--- src/rtl/branch_predict_unit_pkg.sv ---
// ---------------------------------------------------------------------------
// branch_predict_unit_pkg
// Shared types for fetch-side branch prediction: the branch-type encodings,
// the 2-bit saturating counter constants, the PResult bundle that travels
// with each fetched instruction and the BResult bundle that EXE-stage branch
// resolution sends back.
// ---------------------------------------------------------------------------
package branch_predict_unit_pkg;

  typedef enum logic [2:0] {
    BIsNone = 3'd0,
    BIsBran = 3'd1,
    BIsJump = 3'd2,
    BIsCall = 3'd3,
    BIsRetn = 3'd4
  } btype_e;

  // 2-bit counter states; bit 1 is the taken/not-taken prediction.
  localparam logic [1:0] CNT_STRONG_NT = 2'b00;
  localparam logic [1:0] CNT_WEAK_NT   = 2'b01;
  localparam logic [1:0] CNT_WEAK_T    = 2'b10;
  localparam logic [1:0] CNT_STRONG_T  = 2'b11;

  typedef struct packed {
    logic        Valid;
    logic        Hit;
    btype_e      Type;
    logic [31:0] Target;
    logic [1:0]  Count;
  } PResult;

  typedef struct packed {
    logic        Valid;
    logic [31:0] PC;
    btype_e      Type;
    logic        IsTaken;
    logic [31:0] Target;
    logic [1:0]  Count;
    logic        Hit;
  } BResult;

  // Saturating step of a 2-bit counter towards taken or not-taken.
  function automatic logic [1:0] cnt_step(input logic [1:0] cnt, input logic taken);
    if (taken) return (cnt == CNT_STRONG_T) ? cnt : cnt + 2'd1;
    return (cnt == CNT_STRONG_NT) ? cnt : cnt - 2'd1;
  endfunction

endpackage

--- src/rtl/branch_predict_unit_ras.sv ---
// ---------------------------------------------------------------------------
// return_addr_stack
// Circular return-address stack with a speculative pointer (moved by fetch
// lookups) and a committed pointer (moved by resolved calls/returns). On
// recovery the speculative pointer/count are reloaded from the committed
// ones as they stand after this cycle's commit; contents are not restored.
// Ports:
//   clk, resetn              clock, async active-low reset
//   push, push_data          speculative push of a return address
//   pop                      speculative pop (ignored when empty)
//   commit_push, commit_data resolved call: advance committed ptr, write slot
//   commit_pop               resolved return: retreat committed ptr (sat.)
//   recover                  reload speculative state from committed state
//   top, empty               speculative top-of-stack and empty flag
// ---------------------------------------------------------------------------
module return_addr_stack
  import branch_predict_unit_pkg::*;
#(
  parameter int DEPTH = 8
) (
  input  logic        clk,
  input  logic        resetn,
  input  logic        push,
  input  logic [31:0] push_data,
  input  logic        pop,
  input  logic        commit_push,
  input  logic        commit_pop,
  input  logic [31:0] commit_data,
  input  logic        recover,
  output logic [31:0] top,
  output logic        empty
);

  localparam int PW = $clog2(DEPTH);
  localparam logic [PW:0] FULL = (PW+1)'(DEPTH);

  logic [31:0]   mem [DEPTH];
  logic [PW-1:0] spec_ptr, commit_ptr, commit_ptr_next;
  logic [PW:0]   spec_cnt, commit_cnt, commit_cnt_next;

  // Committed state after this cycle's resolution; recovery loads from here.
  always_comb begin
    // NOTE: every combinational output gets a default first so no path
    // leaves it unassigned, which would infer a latch.
    commit_ptr_next = commit_ptr;
    commit_cnt_next = commit_cnt;
    if (commit_push) begin
      commit_ptr_next = commit_ptr + PW'(1);
      commit_cnt_next = (commit_cnt == FULL) ? FULL : commit_cnt + (PW+1)'(1);
    end else if (commit_pop && commit_cnt != '0) begin
      commit_ptr_next = commit_ptr - PW'(1);
      commit_cnt_next = commit_cnt - (PW+1)'(1);
    end
  end

  // NOTE: state registers use non-blocking assignments so every flop samples
  // pre-edge values regardless of statement order.
  always_ff @(posedge clk or negedge resetn) begin
    if (!resetn) begin
      spec_ptr   <= '0;
      spec_cnt   <= '0;
      commit_ptr <= '0;
      commit_cnt <= '0;
    end else begin
      commit_ptr <= commit_ptr_next;
      commit_cnt <= commit_cnt_next;
      if (recover) begin
        spec_ptr <= commit_ptr_next;
        spec_cnt <= commit_cnt_next;
      end else if (push) begin
        // Full stack wraps onto the oldest entry; count saturates.
        spec_ptr <= spec_ptr + PW'(1);
        spec_cnt <= (spec_cnt == FULL) ? FULL : spec_cnt + (PW+1)'(1);
      end else if (pop && spec_cnt != '0) begin
        spec_ptr <= spec_ptr - PW'(1);
        spec_cnt <= spec_cnt - (PW+1)'(1);
      end
    end
  end

  // NOTE: the storage array is not reset; the count gates every read, so
  // stale contents are never observed and the array stays plain flops/RAM.
  // A speculative push is newer than any same-cycle commit, so it is written
  // last and wins a slot collision.
  always_ff @(posedge clk) begin
    if (commit_push)         mem[commit_ptr] <= commit_data;
    if (push && !recover)    mem[spec_ptr]   <= push_data;
  end

  assign top   = mem[spec_ptr - PW'(1)];
  assign empty = (spec_cnt == '0);

endmodule

--- src/rtl/branch_predict_unit.sv ---
// ---------------------------------------------------------------------------
// branch_predict_unit
// Fetch-side predictor: direct-mapped BTB with 2-bit counters plus a
// speculative return-address stack. One registered PResult per accepted
// fetch; BTB trained from the EXE-stage BResult bundle.
// Ports:
//   clk, resetn            clock, async active-low reset
//   IF_Req, IF_Stall       lookup request / IF hold (lookup accepted when
//                          IF_Req && !IF_Stall)
//   IF_PC                  fetch PC (word aligned)
//   IF_PResult             registered prediction
//   EXE_BResult            branch resolution / BTB update bundle
//   EXE_Prediction_Failed  misprediction: recover the RAS
//   EXE_PF_FlushAll        predicted instruction was not a branch:
//                          invalidate its BTB entry and recover the RAS
// ---------------------------------------------------------------------------
module branch_predict_unit
  import branch_predict_unit_pkg::*;
#(
  parameter int ENTRIES   = 64,
  parameter int RAS_DEPTH = 8
) (
  input  logic        clk,
  input  logic        resetn,
  input  logic        IF_Req,
  input  logic        IF_Stall,
  input  logic [31:0] IF_PC,
  output PResult      IF_PResult,
  input  BResult      EXE_BResult,
  input  logic        EXE_Prediction_Failed,
  input  logic        EXE_PF_FlushAll
);

  localparam int IDXW = $clog2(ENTRIES);
  localparam int TAGW = 32 - IDXW - 2;

  // BTB flop array
  logic [ENTRIES-1:0] btb_valid;
  logic [TAGW-1:0]    btb_tag    [ENTRIES];
  btype_e             btb_type   [ENTRIES];
  logic [31:0]        btb_target [ENTRIES];
  logic [1:0]         btb_cnt    [ENTRIES];

  // Lookup side
  logic [IDXW-1:0] rd_idx;
  logic [TAGW-1:0] rd_tag;
  logic [31:0]     pc_plus8;
  logic            rd_hit;
  logic            accept;
  PResult          lookup;
  logic            ras_push, ras_pop;
  logic [31:0]     ras_top;
  logic            ras_empty;

  // Update side
  logic [IDXW-1:0] wr_idx;
  logic [TAGW-1:0] wr_tag;
  logic [1:0]      wr_cnt;
  logic            wr_target_en;
  logic            flush_hit;
  logic            commit_push, commit_pop, recover;

  assign rd_idx   = IF_PC[IDXW+1:2];
  assign rd_tag   = IF_PC[31:IDXW+2];
  assign pc_plus8 = IF_PC + 32'd8;
  assign accept   = IF_Req && !IF_Stall;
  assign rd_hit   = btb_valid[rd_idx] && (btb_tag[rd_idx] == rd_tag);

  always_comb begin
    lookup        = '0;
    lookup.Valid  = 1'b1;
    lookup.Hit    = rd_hit;
    lookup.Type   = BIsNone;
    lookup.Target = pc_plus8;
    lookup.Count  = CNT_WEAK_NT;
    if (rd_hit) begin
      lookup.Type  = btb_type[rd_idx];
      lookup.Count = btb_cnt[rd_idx];
      case (btb_type[rd_idx])
        BIsBran:          lookup.Target = btb_cnt[rd_idx][1] ? btb_target[rd_idx] : pc_plus8;
        BIsJump, BIsCall: lookup.Target = btb_target[rd_idx];
        BIsRetn:          lookup.Target = ras_empty ? btb_target[rd_idx] : ras_top;
        default:          lookup.Target = pc_plus8;
      endcase
    end
  end

  assign ras_push = accept && rd_hit && (btb_type[rd_idx] == BIsCall);
  assign ras_pop  = accept && rd_hit && (btb_type[rd_idx] == BIsRetn) && !ras_empty;

  // Output register: holds during a stall, drops Valid when idle.
  always_ff @(posedge clk or negedge resetn) begin
    if (!resetn)        IF_PResult <= '0;
    else if (!IF_Stall) IF_PResult <= IF_Req ? lookup : '0;
  end

  // Resolution side
  assign wr_idx       = EXE_BResult.PC[IDXW+1:2];
  assign wr_tag       = EXE_BResult.PC[31:IDXW+2];
  assign wr_target_en = EXE_BResult.IsTaken || !EXE_BResult.Hit;
  // Matches against the stored tag as it stands before this cycle's write.
  assign flush_hit    = EXE_PF_FlushAll && (btb_tag[wr_idx] == wr_tag);

  always_comb begin
    if (EXE_BResult.Hit) wr_cnt = cnt_step(EXE_BResult.Count, EXE_BResult.IsTaken);
    else                 wr_cnt = EXE_BResult.IsTaken ? CNT_WEAK_T : CNT_WEAK_NT;
  end

  always_ff @(posedge clk or negedge resetn) begin
    if (!resetn) begin
      btb_valid <= '0;
      for (int i = 0; i < ENTRIES; i++) btb_cnt[i] <= CNT_WEAK_NT;
    end else begin
      if (EXE_BResult.Valid) begin
        btb_valid[wr_idx] <= 1'b1;
        btb_cnt[wr_idx]   <= wr_cnt;
      end
      // Invalidate is written last so it overrides a same-entry update.
      if (flush_hit) btb_valid[wr_idx] <= 1'b0;
    end
  end

  // Payload fields are qualified by btb_valid and need no reset.
  always_ff @(posedge clk) begin
    if (EXE_BResult.Valid) begin
      btb_tag[wr_idx]  <= wr_tag;
      btb_type[wr_idx] <= EXE_BResult.Type;
      if (wr_target_en) btb_target[wr_idx] <= EXE_BResult.Target;
    end
  end

  assign commit_push = EXE_BResult.Valid && (EXE_BResult.Type == BIsCall);
  assign commit_pop  = EXE_BResult.Valid && (EXE_BResult.Type == BIsRetn);
  assign recover     = EXE_Prediction_Failed || EXE_PF_FlushAll;

  return_addr_stack #(.DEPTH(RAS_DEPTH)) u_ras (
    .clk         (clk),
    .resetn      (resetn),
    .push        (ras_push),
    .push_data   (pc_plus8),
    .pop         (ras_pop),
    .commit_push (commit_push),
    .commit_pop  (commit_pop),
    .commit_data (EXE_BResult.PC + 32'd8),
    .recover     (recover),
    .top         (ras_top),
    .empty       (ras_empty)
  );

endmodule

--- config.mk ---
export PLATFORM = sky130hd
export DESIGN_NAME = branch_predict_unit
export DESIGN_NICKNAME = d
export VERILOG_FILES = /design/src/rtl/branch_predict_unit_pkg.sv /design/src/rtl/branch_predict_unit_ras.sv /design/src/rtl/branch_predict_unit.sv
export SDC_FILE = /design/constraint.sdc
export NUM_CORES = 2
export LEC_CHECK = 0
export CAP_MARGIN = 25
export CORE_MARGIN = 10
export CORE_UTILIZATION = 40
export CTS_CLUSTER_DIAMETER = 30
export CTS_CLUSTER_SIZE = 8
export DETAILED_ROUTE_END_ITERATION = 16
export SKIP_CTS_REPAIR_TIMING = 1
export SLEW_MARGIN = 0
export SYNTH_ARGS = -nofsm -noshare
export SYNTH_HDL_FRONTEND = slang
export SYNTH_SLANG_ARGS = --single-unit
--- constraint.sdc ---
create_clock -name clk -period 9.8 [get_ports clk]
set_clock_uncertainty 0.2 [all_clocks]
set_input_delay 0.98 -clock clk [delete_from_list [all_inputs] [get_ports clk]]
set_output_delay 0.98 -clock clk [all_outputs]
set_load 0.03 [all_outputs]
==> impl_metrics.tcl <==
set metrics [dict create \
    end_kind "flop" \
    path_class "in -> reg" \
    portBuffers 148 \
    drt-wirelength-per-cell_um 36.3 \
    drive_above_1_share_pct 31.5 \
    cts_buffers 830 \
    power_density_nw_per_um2 239 \
    met2_length_um 287000 \
    cts.sinks 4277 \
    slew_headroom_pct 17.6 \
    gr-usage-all-layers_pct 24.4 \
    rsz0062_at_grt "no" \
    slowest_stage "a31o_2" \
    path_buf_inv 5 \
    routed_via_density 6.27 \
    instances_no_fill 16900 \
    crit_family "buffers and inverters" \
    yosysSeqAreaShare_pct 69.3 \
    root_buffer "clkbuf_16" \
    synthArstFlopShare_pct 5.73 \
    cts_max_path_buffers 4 \
    worstPathCellList "buf_16 > buf_12 > buf_4 > mux4_2 > a21oi_1 > o21ai_0 > nand4_2 > nor3b_2 > nand3_1 > nor4b_2 > buf_4 > and3_2 > a31o_2 > buf_4" \
    ir_drop_v 0.000199 \
    h-tree-depth 6 \
    grt_pass1_wl_um 850000 \
    synth_edf_count 4032 \
    path_common_cell "buf_4" \
    cp_data_arrival_time_ns 7.68 \
    std_cell_rows 248 \
    via_count 106000 \
    cap_violations 0 \
    cts_tree "built" \
    ys_types 101 \
    core_um2 457000 \
    synth_nets 9464 \
    hold_viol 0 \
    place.gp.congestion 0.878 \
    met3_length_um 65900 \
    dieHeight_um 697 \
    die_w_um 697 \
    antenna_found_initial 33 \
    clk_pin_slew_worst_paths_ns 0.05 \
    drtIter0Drc 15200 \
    synth_flop_cell "edfxtp_1" \
    ys_ff_latch 4277 \
    status "completed" \
    hpwl_um 348000 \
    ios 149 \
    syn_area_um2 184000 \
    top_layer "met5" \
    firstDrtPassIters 6 \
    syn2layout_area_growth_pct 20.1 \
    leakage_uw 0.0736 \
    period_share_pct 72.7 \
    period_needed_ns 7.13 \
    fmax_mhz 140 \
    cp.required_ns 10.36 \
    fin_hold_ws_ns 0.146 \
    grt_pass1_vias 108000 \
    start_util_pct 40.2 \
    netlist_instances 9341 \
    yosys_warnings 0 \
    grt_max_degree 116 \
    drt_wl_total_um 613000 \
    worst_pin_slew_ns 1.24 \
    dieArea_um2 486000 \
    fin_nets 10200 \
    dp_cells 15400 \
    crit_path_max_incr_delay_ns 0.75 \
    drv_slew 0 \
    clk_latency_ns 1.13 \
    wl_met1_um 226000 \
    drcViolationCount 0 \
    crit_path_start_kind "input port" \
    gr-total-overflow 0 \
    syn_avg_cell_area_um2 19.7 \
    postRouteAntennaNets 0 \
    hold_path.class "in -> reg" \
    setup_viol 0 \
    tns_ns 0 \
    path_max_fanout 82 \
]
-- worst register-to-register path, delay by kind of cell (launching register included) --
family	cells	cell delay (ns)
multiplexers	1	0.48
buffers and inverters	3	0.95
flip-flops	1	0.34
AO/OA/AOI/OAI	3	1.45
AND/OR/NAND/NOR	5	2.46
-- Yosys cell counts (all sizes together), types with 13 or more instances --
cell type	count	area [um^2]
o22ai	176	1100
a211oi	68	515
nor3	37	196
buf	359	2750
nor4	25	169
and2	22	138
a22oi	48	360
nor2b	63	394
a221oi	52	462
mux4	1351	30500
nand3	54	270
a22o	35	307
mux2	91	1030
o211ai	13	97.6
clkbuf	284	1080
xor2	46	403
o221ai	79	692
nand2	361	1360
a21oi	146	742
nor2	221	830
o21ai	259	1300
dfrtp	181	4530
mux2i	800	8010
inv	94	358
and3	24	150
a2111oi	20	189
edfxtp	4032	121000
a221o	28	280
xnor2	55	482
nand4	27	175
ha	13	163
dfstp	64	1680
o211a	23	230
-- cell families (layout without fill, tap and decap cells) --
group                    after synthesis  count (layout)  share of synthesized area [%]
other                                  0              12                              0
buffers and inverters                737            2131                           2.28
adder cells (fa/ha/maj)               13              13                         0.0886
multiplexers                        2242            2242                           21.5
AO/OA/AOI/OAI                       1057            1057                           3.92
flip-flops                          4277            4277                           69.3
AND/OR/NAND/NOR                      914             914                           2.34
XOR/XNOR                             101             101                          0.482
-- path summary, 6_finish.rpt --
path                                       from                   to  slack, ns  cells after the start
min in group asynchronous                resetn  u_ras.commit_ptr[0]       0.49                      2
max in group asynchronous                resetn          btb_cnt[12]       7.62                      4
worst min-delay path            EXE_BResult[14]   btb_target[19][11]       0.15                      1
worst min register to register     btb_cnt[107]         btb_cnt[107]       0.27                      2
worst max register to register   btb_type[8][2]     u_ras.mem[4][31]       3.56                     12
worst max-delay path                   IF_PC[2]     u_ras.mem[4][31]       2.67                     14
-- per-stage QoR --
step / instance area, um^2 / utilization (%) / total power, uW / setup WS, ns
floorplan: 184000 / - / 23300 / 4.06
global placement: 193000 / 42.1 / 25100 / 1.64
detailed placement: 193000 / 42.2 / 25200 / 1.68
CTS: 220000 / 48.2 / 52700 / 2.80
global route: 220000 / 48.3 / 54000 / 2.53
finish: 220000 / 48.3 / 52600 / 2.67
-- routing by layer --
metal	up-vias	track usage, %
met4	14	11.9
met2	6948	38.7
met1	56300	31.8
li1	41100	-
met5	-	0
met3	1423	5.71
-- placed cells by master (no fill, tap or decap), types with 25 or more instances in the layout --
master	count
edfxtp_1	4032
mux4_2	1335
clkbuf_16	838
mux2i_1	800
buf_4	366
nand2_1	360
o21ai_0	237
dfrtp_1	180
o22ai_1	176
nor2_1	154
a21oi_1	144
clkinv_1	135
clkbuf_1	126
clkinv_2	124
bufinv_16	98
mux2_2	90
o221ai_1	79
clkdlybuf4s50_1	78
clkinvlp_4	69
nor2_4	66
a211oi_1	66
buf_2	65
dfstp_2	64
inv_2	59
nor2b_1	58
xnor2_1	55
nand3_1	53
a221oi_1	50
a22oi_1	48
xor2_1	44
a22o_1	35
clkinv_4	35
nor3_1	34
buf_12	31
a221o_1	28
nand4_1	26
inv_1	25
-- state kept, by name, summed over array words and instances, names as in the netlist --
name	flops
IF_PResult	39
u_ras.commit_cnt	4
btb_tag	1536
btb_type	192
u_ras.spec_cnt	4
btb_target	2048
btb_valid	64
u_ras.mem	256
u_ras.commit_ptr	3
btb_cnt	128
u_ras.spec_ptr	3
-- where the power goes --
group,switching (uW),internal (uW)
Combinational,2760,1640
Clock,9470,18200
Sequential,202,20400
Total,12400,40200
-- area by class of cell --
type / count / area, um^2
fillers: 37200 / 236000
multi-input cells: 4327 / 52800
flip-flops and latches: 4277 / 127000
well taps: 6125 / 7660
diodes: 12 / 30.0
clock buffers: 973 / 21600
inverters: 94 / 379
clock inverters: 503 / 5880
repair buffers: 561 / 4840
No activity file was read; power rests on OpenSTA's default activity.
